[config.mk]
export PLATFORM = sky130hd
export DESIGN_NAME = clk_div_bank
export DESIGN_NICKNAME = d
export VERILOG_FILES = /design/src/rtl/clk_div_pkg.sv /design/src/rtl/clk_div_chan.sv /design/src/rtl/clk_div_bank.sv
export SDC_FILE = /design/constraint.sdc
export NUM_CORES = 1
export LEC_CHECK = 0
export CAP_MARGIN = 20
export CORE_MARGIN = 4
export CORE_UTILIZATION = 40
export DETAILED_ROUTE_END_ITERATION = 10
export DONT_BUFFER_PORTS = 1
export SETUP_SLACK_MARGIN = 0.3
export SYNTH_ARGS = -nofsm -noshare
export SYNTH_HDL_FRONTEND = slang
export SYNTH_HIERARCHICAL = 1
export SYNTH_SLANG_ARGS = --single-unit
[constraint.sdc]
create_clock -name clk_in -period 2.66 [get_ports clk_in]
set_input_delay 0.798 -clock clk_in [delete_from_list [all_inputs] [get_ports clk_in]]
set_output_delay 0.798 -clock clk_in [all_outputs]
set_load 0.03 [all_outputs]
[src/rtl/clk_div_pkg.sv]
`default_nettype none
// +----------------------------------------------------------------------------+
// | Module      : clk_div_pkg                                                  |
// | Description : Shared types, default divide/phase tables and width helper   |
// |               for the clk_div_bank clock-divider stand-in.                 |
// | Revision    : 1.0  initial release                                         |
// +----------------------------------------------------------------------------+
package clk_div_pkg;

  // One divide-ratio or phase entry (unsigned, covers 0..255).
  typedef logic [7:0] div_t;

  localparam int DEF_NUM_OUT = 4;
  localparam int DIV_MIN     = 2;
  localparam int DIV_MAX     = 128;
  localparam int LOCK_CNT_W  = 16;

  // Index 0 is the rightmost element.
  localparam div_t [DEF_NUM_OUT-1:0] DEF_DIV   = {8'd8, 8'd8, 8'd5, 8'd10};
  localparam div_t [DEF_NUM_OUT-1:0] DEF_PHASE = {8'd2, 8'd0, 8'd0, 8'd0};

  // Counter width able to hold 0..max_div-1 (at least one bit).
  function automatic int cnt_width(input int max_div);
    if (max_div <= 2) return 1;
    return $clog2(max_div);
  endfunction

endpackage
`default_nettype wire

[src/rtl/clk_div_chan.sv]
`default_nettype none
// +----------------------------------------------------------------------------+
// | Module      : clk_div_chan                                                 |
// | Description : One integer divider channel. Counter preset encodes the      |
// |               phase offset; output is high for the first floor(DIV/2)      |
// |               counts of each period.                                       |
// | Ports       : clk_in  - base clock                                         |
// |               rst     - synchronous active-high reset                      |
// |               en      - run enable (registered lock flag)                  |
// |               clk_out - divided square wave (registered)                   |
// |               ce_out  - one-cycle strobe on clk_out 0->1 (registered)      |
// | Revision    : 1.0  initial release                                         |
// +----------------------------------------------------------------------------+
module clk_div_chan #(
  parameter int DIV   = 2,
  parameter int PHASE = 0,
  parameter int CNT_W = 1
) (
  input  logic clk_in,
  input  logic rst,
  input  logic en,
  output logic clk_out,
  output logic ce_out
);

  if (DIV < 2 || DIV > 128) begin : g_bad_div
    $error("clk_div_chan: DIV=%0d outside 2..128", DIV);
  end
  if (PHASE < 0 || PHASE >= DIV) begin : g_bad_phase
    $error("clk_div_chan: PHASE=%0d outside 0..DIV-1", PHASE);
  end

  localparam logic [CNT_W-1:0] C_LAST   = CNT_W'(DIV - 1);
  localparam logic [CNT_W-1:0] C_HALF   = CNT_W'(DIV / 2);
  // Starting PHASE counts "behind" zero delays the first rise by PHASE cycles.
  localparam logic [CNT_W-1:0] C_PRESET = CNT_W'((DIV - PHASE) % DIV);

  logic [CNT_W-1:0] cnt_q, cnt_d;
  logic             clk_q, clk_d;
  logic             ce_q,  ce_d;

  always_comb begin
    cnt_d = C_PRESET;
    clk_d = 1'b0;
    if (en) begin
      cnt_d = (cnt_q == C_LAST) ? '0 : cnt_q + 1'b1;
      clk_d = (cnt_q < C_HALF);
    end
    // Strobe lines up with the cycle in which clk_out first reads high.
    ce_d = clk_d & ~clk_q;
  end

  always_ff @(posedge clk_in) begin
    if (rst) begin
      cnt_q <= C_PRESET;
      clk_q <= 1'b0;
      ce_q  <= 1'b0;
    end else begin
      cnt_q <= cnt_d;
      clk_q <= clk_d;
      ce_q  <= ce_d;
    end
  end

  assign clk_out = clk_q;
  assign ce_out  = ce_q;

endmodule
`default_nettype wire

[src/rtl/clk_div_bank.sv]
`default_nettype none
// +----------------------------------------------------------------------------+
// | Module      : clk_div_bank                                                 |
// | Description : Synthesizable stand-in for an MMCM + global buffer block.    |
// |               Lock-delay counter, bank of phase-offset integer dividers    |
// |               and a reset-release pipe that drops rst_out after lock.      |
// | Ports       : clk_in  - base (VCO-rate) clock, rising edge only            |
// |               srst    - synchronous active-high reset                      |
// |               pwrdwn  - synchronous power-down, same effect as srst        |
// |               clk_out - NUM_OUT divided square waves                       |
// |               ce_out  - NUM_OUT rising-edge strobes                        |
// |               locked  - lock indication                                    |
// |               rst_out - active-high system reset, released after lock      |
// | Revision    : 1.0  initial release                                         |
// +----------------------------------------------------------------------------+
module clk_div_bank
  import clk_div_pkg::*;
#(
  parameter int                   NUM_OUT     = DEF_NUM_OUT,
  parameter div_t [NUM_OUT-1:0]   DIV         = DEF_DIV,
  parameter div_t [NUM_OUT-1:0]   PHASE       = DEF_PHASE,
  parameter int                   LOCK_CYCLES = 64,
  parameter int                   RST_STAGES  = 3
) (
  input  logic               clk_in,
  input  logic               srst,
  input  logic               pwrdwn,
  output logic [NUM_OUT-1:0] clk_out,
  output logic [NUM_OUT-1:0] ce_out,
  output logic               locked,
  output logic               rst_out
);

  if (NUM_OUT < 1 || NUM_OUT > 8) begin : g_bad_num_out
    $error("clk_div_bank: NUM_OUT=%0d outside 1..8", NUM_OUT);
  end
  if (LOCK_CYCLES < 1 || LOCK_CYCLES > 65535) begin : g_bad_lock
    $error("clk_div_bank: LOCK_CYCLES=%0d outside 1..65535", LOCK_CYCLES);
  end
  if (RST_STAGES < 1) begin : g_bad_rst_stages
    $error("clk_div_bank: RST_STAGES=%0d must be at least 1", RST_STAGES);
  end

  function automatic int max_div_of(input div_t [NUM_OUT-1:0] d);
    int m;
    m = 0;
    for (int i = 0; i < NUM_OUT; i++) begin
      if (int'(d[i]) > m) m = int'(d[i]);
    end
    return m;
  endfunction

  localparam int                      CNT_W       = cnt_width(max_div_of(DIV));
  localparam logic [LOCK_CNT_W-1:0]   C_LOCK_LAST = LOCK_CNT_W'(LOCK_CYCLES - 1);

  // Power-down is folded into the same synchronous reset path.
  logic rst_w;
  assign rst_w = srst | pwrdwn;

  logic [LOCK_CNT_W-1:0] lock_cnt_q, lock_cnt_d;
  logic                  locked_q,   locked_d;
  logic [RST_STAGES-1:0] rst_pipe_q, rst_pipe_d;
  logic                  rst_out_q,  rst_out_d;

  always_comb begin
    lock_cnt_d = lock_cnt_q;
    locked_d   = locked_q;
    if (!locked_q) begin
      if (lock_cnt_q == C_LOCK_LAST) locked_d   = 1'b1;
      else                           lock_cnt_d = lock_cnt_q + 1'b1;
    end
    // Pipe held full of ones until lock, then drains zeros toward the MSB.
    rst_pipe_d = locked_q ? (rst_pipe_q << 1) : '1;
    rst_out_d  = locked_q ? rst_pipe_q[RST_STAGES-1] : 1'b1;
  end

  always_ff @(posedge clk_in) begin
    if (rst_w) begin
      lock_cnt_q <= '0;
      locked_q   <= 1'b0;
      rst_pipe_q <= '1;
      rst_out_q  <= 1'b1;
    end else begin
      lock_cnt_q <= lock_cnt_d;
      locked_q   <= locked_d;
      rst_pipe_q <= rst_pipe_d;
      rst_out_q  <= rst_out_d;
    end
  end

  assign locked  = locked_q;
  assign rst_out = rst_out_q;

  // All channels start from their presets on the same edge, which keeps
  // them mutually phase-aligned from lock onward.
  for (genvar i = 0; i < NUM_OUT; i++) begin : g_chan
    clk_div_chan #(
      .DIV   (int'(DIV[i])),
      .PHASE (int'(PHASE[i])),
      .CNT_W (CNT_W)
    ) u_chan (
      .clk_in  (clk_in),
      .rst     (rst_w),
      .en      (locked_q),
      .clk_out (clk_out[i]),
      .ce_out  (ce_out[i])
    );
  end

endmodule
`default_nettype wire

==> results of run 1 <==
power breakdown:
| group | leakage [nW] | internal, W | switching, W |
|---|---|---|---|
| logic | 0.318 | 0.00000484 | 0.00000817 |
| registers | 0.363 | 0.000674 | 0.00000139 |
| clock network | 0.0540 | 0.000273 | 0.000214 |
| total | 0.734 | 0.000952 | 0.000224 |
routing by layer:
metal  wire [um]  track usage  vias up
met1        1600        0.141      596
met2        1440        0.189       15
met3         147       0.0414        8
met5           0            0        -
met4          39       0.0420        0
li1            -            -      681
cells by family after synthesis:
kind of cell | after synthesis | synth area share
AO/OA/AOI/OAI | 21 | 0.0755
XOR/XNOR | 9 | 0.0424
adder cells (fa/ha/maj) | 8 | 0.0539
buffers and inverters | 15 | 0.0310
flip-flops | 45 | 0.485
multiplexers | 3 | 0.0162
AND/OR/NAND/NOR | 88 | 0.296
worst register-to-register path, cell delays in order (launching register included):
cell and delay (ps):
dfxtp_1 380, ha_1 240, and4b_4 310, nand3_4 110
or3_2 460, a21oi_1 140
path summary, 6_finish.rpt:
| kind | start | slack [ps] | to |
|---|---|---|---|
| setup / recovery | pwrdwn | 820 | g_chan[3].u_chan/cnt_q[3] |
| hold / removal | rst_pipe_q[0] | 420 | rst_pipe_q[1] |
| setup reg to reg | lock_cnt_q[0] | 950 | lock_cnt_q[14] |
| hold reg to reg | rst_pipe_q[0] | 420 | rst_pipe_q[1] |
layout make-up:
class / count / area, sq um / share of cell area
Clock buffer: 5 / 68.8 / 0.0339
Clock inverter: 2 / 35.0 / 0.0172
Inverter: 13 / 48.8 / 0.0240
Multi-Input combinational cell: 129 / 898 / 0.442
Sequential cell: 45 / 901 / 0.443
Tap cell: 52 / 65.1 / 0.0320
Timing Repair Buffer: 2 / 15.0 / 0.00739
sequential cells by signal (all words and copies together) (netlist names):
name                   count
lock_cnt_q                16
rst_pipe_q                 3
g_chan.u_chan/cnt_q       16
g_chan.u_chan/ce_out       4
g_chan.u_chan/clk_out      4
rst_out                    1
locked                     1
cell usage in the layout, fill, tap and decap left out, drive strengths merged, types with 3 or more instances in the layout:
master	instances
dfxtp	45
nor2	21
inv	13
nand2	11
nand3	9
ha	8
a21oi	7
or3	7
nor3	6
o21ai	6
clkbuf	5
xnor2	5
nor4	5
and4b	5
nand2b	5
xor2	4
or4	3
mux2i	3
nand3b	3
nand4	3
stage by stage:
stage / cell area (sq um) / worst slack [ps]
CTS: 2030 / 806
detailed placement: 1930 / 503
global placement: 1930 / 598
floorplan: 1860 / 494
finish: 2030 / 822
global route: 2030 / 697
==> results.md, run 1 <==
* Starting Density at 0.421
* Fin nets at 207
* Largest net degree at the start of global routing at 27
* Ant. Diodes at 0
* CP delay by family, top: simple AND/OR/NAND/NOR gates
* Worst-Margin Slew at 678 ps
* Core box area at 4410 sq um
* Area grow syn2layout at 9.43%
* First-pass iteration count of the detailed router at 4
* HP Class: register to register
* Syn avg cell area at 9.82 sq um
* Fill cells at 420
* Worst skew pair latency at 290 ps
* Critical Path RT at 2880 ps
* Leading area contributor after synthesis: dfxtp_1
* Final Hold Fails at 0
* CTS-repair resized insts at 0
* Post-route insts no fill at 248
* Via count at 1300
* Die Wd at 76.1 um
* Max Clock Freq at 544 MHz
* Ys flop type: dfxtp_1
* Flops & latches, synth at 45
* Antenna violations before repair at 0
* # hold bufs at CTS at 0
* Hold WS at 419 ps
* TritonCTS clock tree: yes
* Fraction of registers with async set/reset at 0
* CTS Sinks at 45
* Worst setup SP type: input port
* Cell Area, Synth at 1860 sq um
* Post-layout util at 0.460
* Clock buffer depth at 2
* RSZ-0062 raised after global routing: false
* Worst-path maximum fanout at 26
* Placed cell count at 241
* Sequential area share after synthesis at 0.485
* Vias per Instance at 5.24
* Gpl congestion at 0.775
* Die Height at 76.1 um
* Clock Skew at 5.88 ps
* Setup_tns at 0 ps
* Slowest cell on the critical path: or4b_1
* Clock Root Buffer: clkbuf_8
* Reg2reg path depth at 5
* H-tree depth at 2
* Cell count after synthesis at 189
* # setup viols final at 0
* GRT Total Usage at 0.116
* Count leader, synth: dfxtp_1
* Slew Limit Fails at 0
* First-pass GRT wire length at 5620 um
* Port bufs at 0
* Routed len/inst at 13.0 um
* Num CTS Buffers at 5
* Reg clk slew, reported paths at 80 ps
* Crit path DAT at 2060 ps
* Critical path endpoint category: register
* Status: completed
* Die ar. at 5800 sq um
* Post-CTS Setup Inserts at 0
* Levels on crit path at 5
* VDD IR max at 0.317 mV
* Final period util at 0.691
* Synth area leaders: dfxtp_1, ha_1, nor2_1
* Total Power at 0.00118 W
* DRT Wirelength at 3230 um
* Worst hold path depth at 1
* Yosys top cell area share at 0.485
* IO Pins at 13
* Top cells by count, synth: dfxtp_1, nor2_1, inv_1
* Residual DRC at 0
* GRT overflow at 0
* PD cells at 579 nW/um^2
* Vias in the first global route at 1300
* Antenna-violating nets left at 0
* Layout cells sized above 1 at 0.107
* Crit path time final at 1840 ps
* # Max-Cap Violations at 0
* Slowest stage delay, CP at 560 ps
* Cell variety after synth at 45
* DP Wirelength at 2320 um
* Slew margin rel. at 0.547
* WP buf/inv at 2
* Worst setup path class: input port to register
* Violation count after the first detailed-route iteration at 26
* Leakage power at 0.734 nW
* EDFF count, synth at 0
* Warnings, synthesis at 6
* Worst path cell trace: nor2_1, buf_4, inv_1, or4b_1, mux2i_1
* Num rows at 24
* Syn_nets at 200
Note: power is estimated with default switching activity, not from simulation.
==> run 2, diff against run 1 <==
- clock period: 2.66 -> 1.8 ns (I/O delays scaled with it)
==> run 2 against run 1 <==
  * Register-to-register slack got worse by 620 ps
  * Combinational power grew 74%
  * Final area rose by 8.7%
  * Die area unchanged
  * Clock power increased by 56%
  * Critical path type is now register to register
  * Worst hold slack lost 46 ps
==> results.md, run 2 (synthesis gave the netlist of run 1 again) <==
* Layout cells sized above 1 at 0.246 (was 0.107)
* Highest metal layer with signal wires: met4 (unchanged)
* First-pass iteration count of the detailed router at 5 (was 4)
* HP Class: input port to register (was register to register)
* Core box area at 4410 sq um (unchanged)
* Post-Route M1 WL at 1540 um (was 1600 um)
* Placed Area at 1940 sq um (was 1930 sq um)
* Num CTS Buffers at 5 (unchanged)
* Final period util at 0.815
* Routed len/inst at 13.2 um (was 13.0 um)
* Slew margin rel. at 0.775 (was 0.547)
* Antenna-violating nets left at 0 (unchanged)
* Slew Limit Fails at 0 (unchanged)
* PD cells at 802 nW/um^2 (was 579 nW/um^2)
* # setup viols final at 0 (unchanged)
* Status: completed (unchanged)
* Worst setup SP type: register (was input port)
* Die Wd at 76.1 um (unchanged)
* Reg clk slew, reported paths at 90 ps (was 80 ps)
* Critical path endpoint category: register (unchanged)
* RSZ-0062 raised after global routing: true (was false)
* Gpl congestion at 0.786 (was 0.775)
* Violation count after the first detailed-route iteration at 41 (was 26)
* Num rows at 24 (unchanged)
* Die ar. at 5800 sq um (unchanged)
* VDD IR max at 0.492 mV (was 0.317 mV)
* Reg-to-reg setup timing slack at 330 ps (was 950 ps)
* TritonCTS clock tree: yes (unchanged)
* Setup_tns at 0 ps (unchanged)
* Ant. Diodes at 0 (unchanged)
* Port bufs at 0 (unchanged)
* Clock buffer depth at 2 (unchanged)
* Vias per Instance at 5.38 (was 5.24)
* DRT Wirelength at 3410 um (was 3230 um)
* GRT Total Usage at 0.119 (was 0.116)
* Largest net degree at the start of global routing at 21 (was 27)
* Clock Skew at 10.4 ps (was 5.88 ps)
* H-tree depth at 2 (unchanged)
* Met3 Wirelength at 144 um (was 147 um)
* Sequential standard cell area at 933 sq um (was 901 sq um)
* Largest registers: g_chan.u_chan/cnt_q: 16 flops, lock_cnt_q: 16 flops (unchanged)
* Residual DRC at 0 (unchanged)
* Total Power at 0.00177 W (was 0.00118 W)
* Most common cell after layout, fill and taps aside: dfxtp_1 (unchanged)
* Leakage power at 0.805 nW (was 0.734 nW)
* Via count at 1393 (was 1300)
* Die Height at 76.1 um (unchanged)
* Worst setup path class: register to register (was input port to register)
* Final Hold Fails at 0 (unchanged)
* Multi-input gate area at 957 sq um (was 898 sq um)
* Critical Path RT at 2040 ps (was 2880 ps)
* IO Pins at 13 (unchanged)
* Clock Root Buffer: clkbuf_8 (unchanged)
* Fin nets at 217 (was 207)
* Final instance area at 2210 sq um (was 2030 sq um)
* Crit path DAT at 1710 ps (was 2060 ps)
* Worst-Margin Slew at 337 ps (was 678 ps)
* Worst skew pair latency at 300 ps (was 290 ps)
* GRT overflow at 0 (unchanged)
* Vias in the first global route at 1378 (was 1300)
* CTS Sinks at 45 (unchanged)
* Most frequent cells in the layout: dfxtp_1, nor2_1, inv_1, nand2_1, buf_4 (was dfxtp_1, nor2_1, inv_1)
* First-pass GRT wire length at 5730 um (was 5620 um)
* Met2 WL at 1660 um (was 1440 um)
* Starting Density at 0.421 (unchanged)
* Crit path time final at 1470 ps
* Max Clock Freq at 681 MHz
* Antenna violations before repair at 0 (unchanged)
* Fill cells at 396 (was 420)
* # Max-Cap Violations at 0 (unchanged)
* DP Wirelength at 2230 um (was 2320 um)
* Worst-path maximum fanout at 6 (was 26)
* Area grow syn2layout at 19.0% (was 9.43%)
run 2: worst max-delay path, cell delays in order, from the launching register on:
cell and delay (ps):
dfxtp_4 380, ha_4 140, and4b_4 250, nand3_4 100, or4_1 470, nand2_1 70
run 2: final cells by class:
class | count | share of cell area
Clock buffer | 6 | 0.0328
Clock inverter | 2 | 0.0176
Inverter | 13 | 0.0221
Multi-Input combinational cell | 129 | 0.433
Sequential cell | 45 | 0.422
Tap cell | 52 | 0.0294
Timing Repair Buffer | 12 | 0.0425
run 2: repair_timing:
action,in CTS,in global routing
resized for setup,13,15
hold endpoints to repair,0,0
buffers inserted,2,8
setup endpoints to repair,6,6
pin swaps,1,5
hold buffers,0,0
run 2: final timing paths:
| check | start | endpoint | cells past startpoint |
|---|---|---|---|
| worst min-delay path | srst | rst_pipe_q[0] | 2 |
| worst max register to register | lock_cnt_q[1] | lock_cnt_q[10] | 5 |
| worst min register to register | rst_pipe_q[1] | rst_pipe_q[2] | 1 |
| worst max-delay path | lock_cnt_q[1] | lock_cnt_q[10] | 5 |
run 2: per-stage QoR:
| stage | instances | util | hold WS [ps] | setup WS [ps] |
|---|---|---|---|---|
| floorplan | 189 | - | 390 | 230 |
| global placement | 241 | 0.440 | 394 | 226 |
| detailed placement | 241 | 0.440 | 403 | 152 |
| CTS | 251 | 0.477 | 362 | 312 |
| global route | 259 | 0.501 | 367 | 262 |
| finish | 259 | 0.501 | 373 | 332 |
run 2: metal layers:
metal,track usage,vias up
li1,-,705
met1,0.135,653
met2,0.193,28
met3,0.0402,7
met4,0.0699,0
met5,0,-
run 2: where the power goes:
part	switching, W	internal, W
sequential	0.00000284	0.000987
combinational	0.0000134	0.00000917
clock	0.000343	0.000417
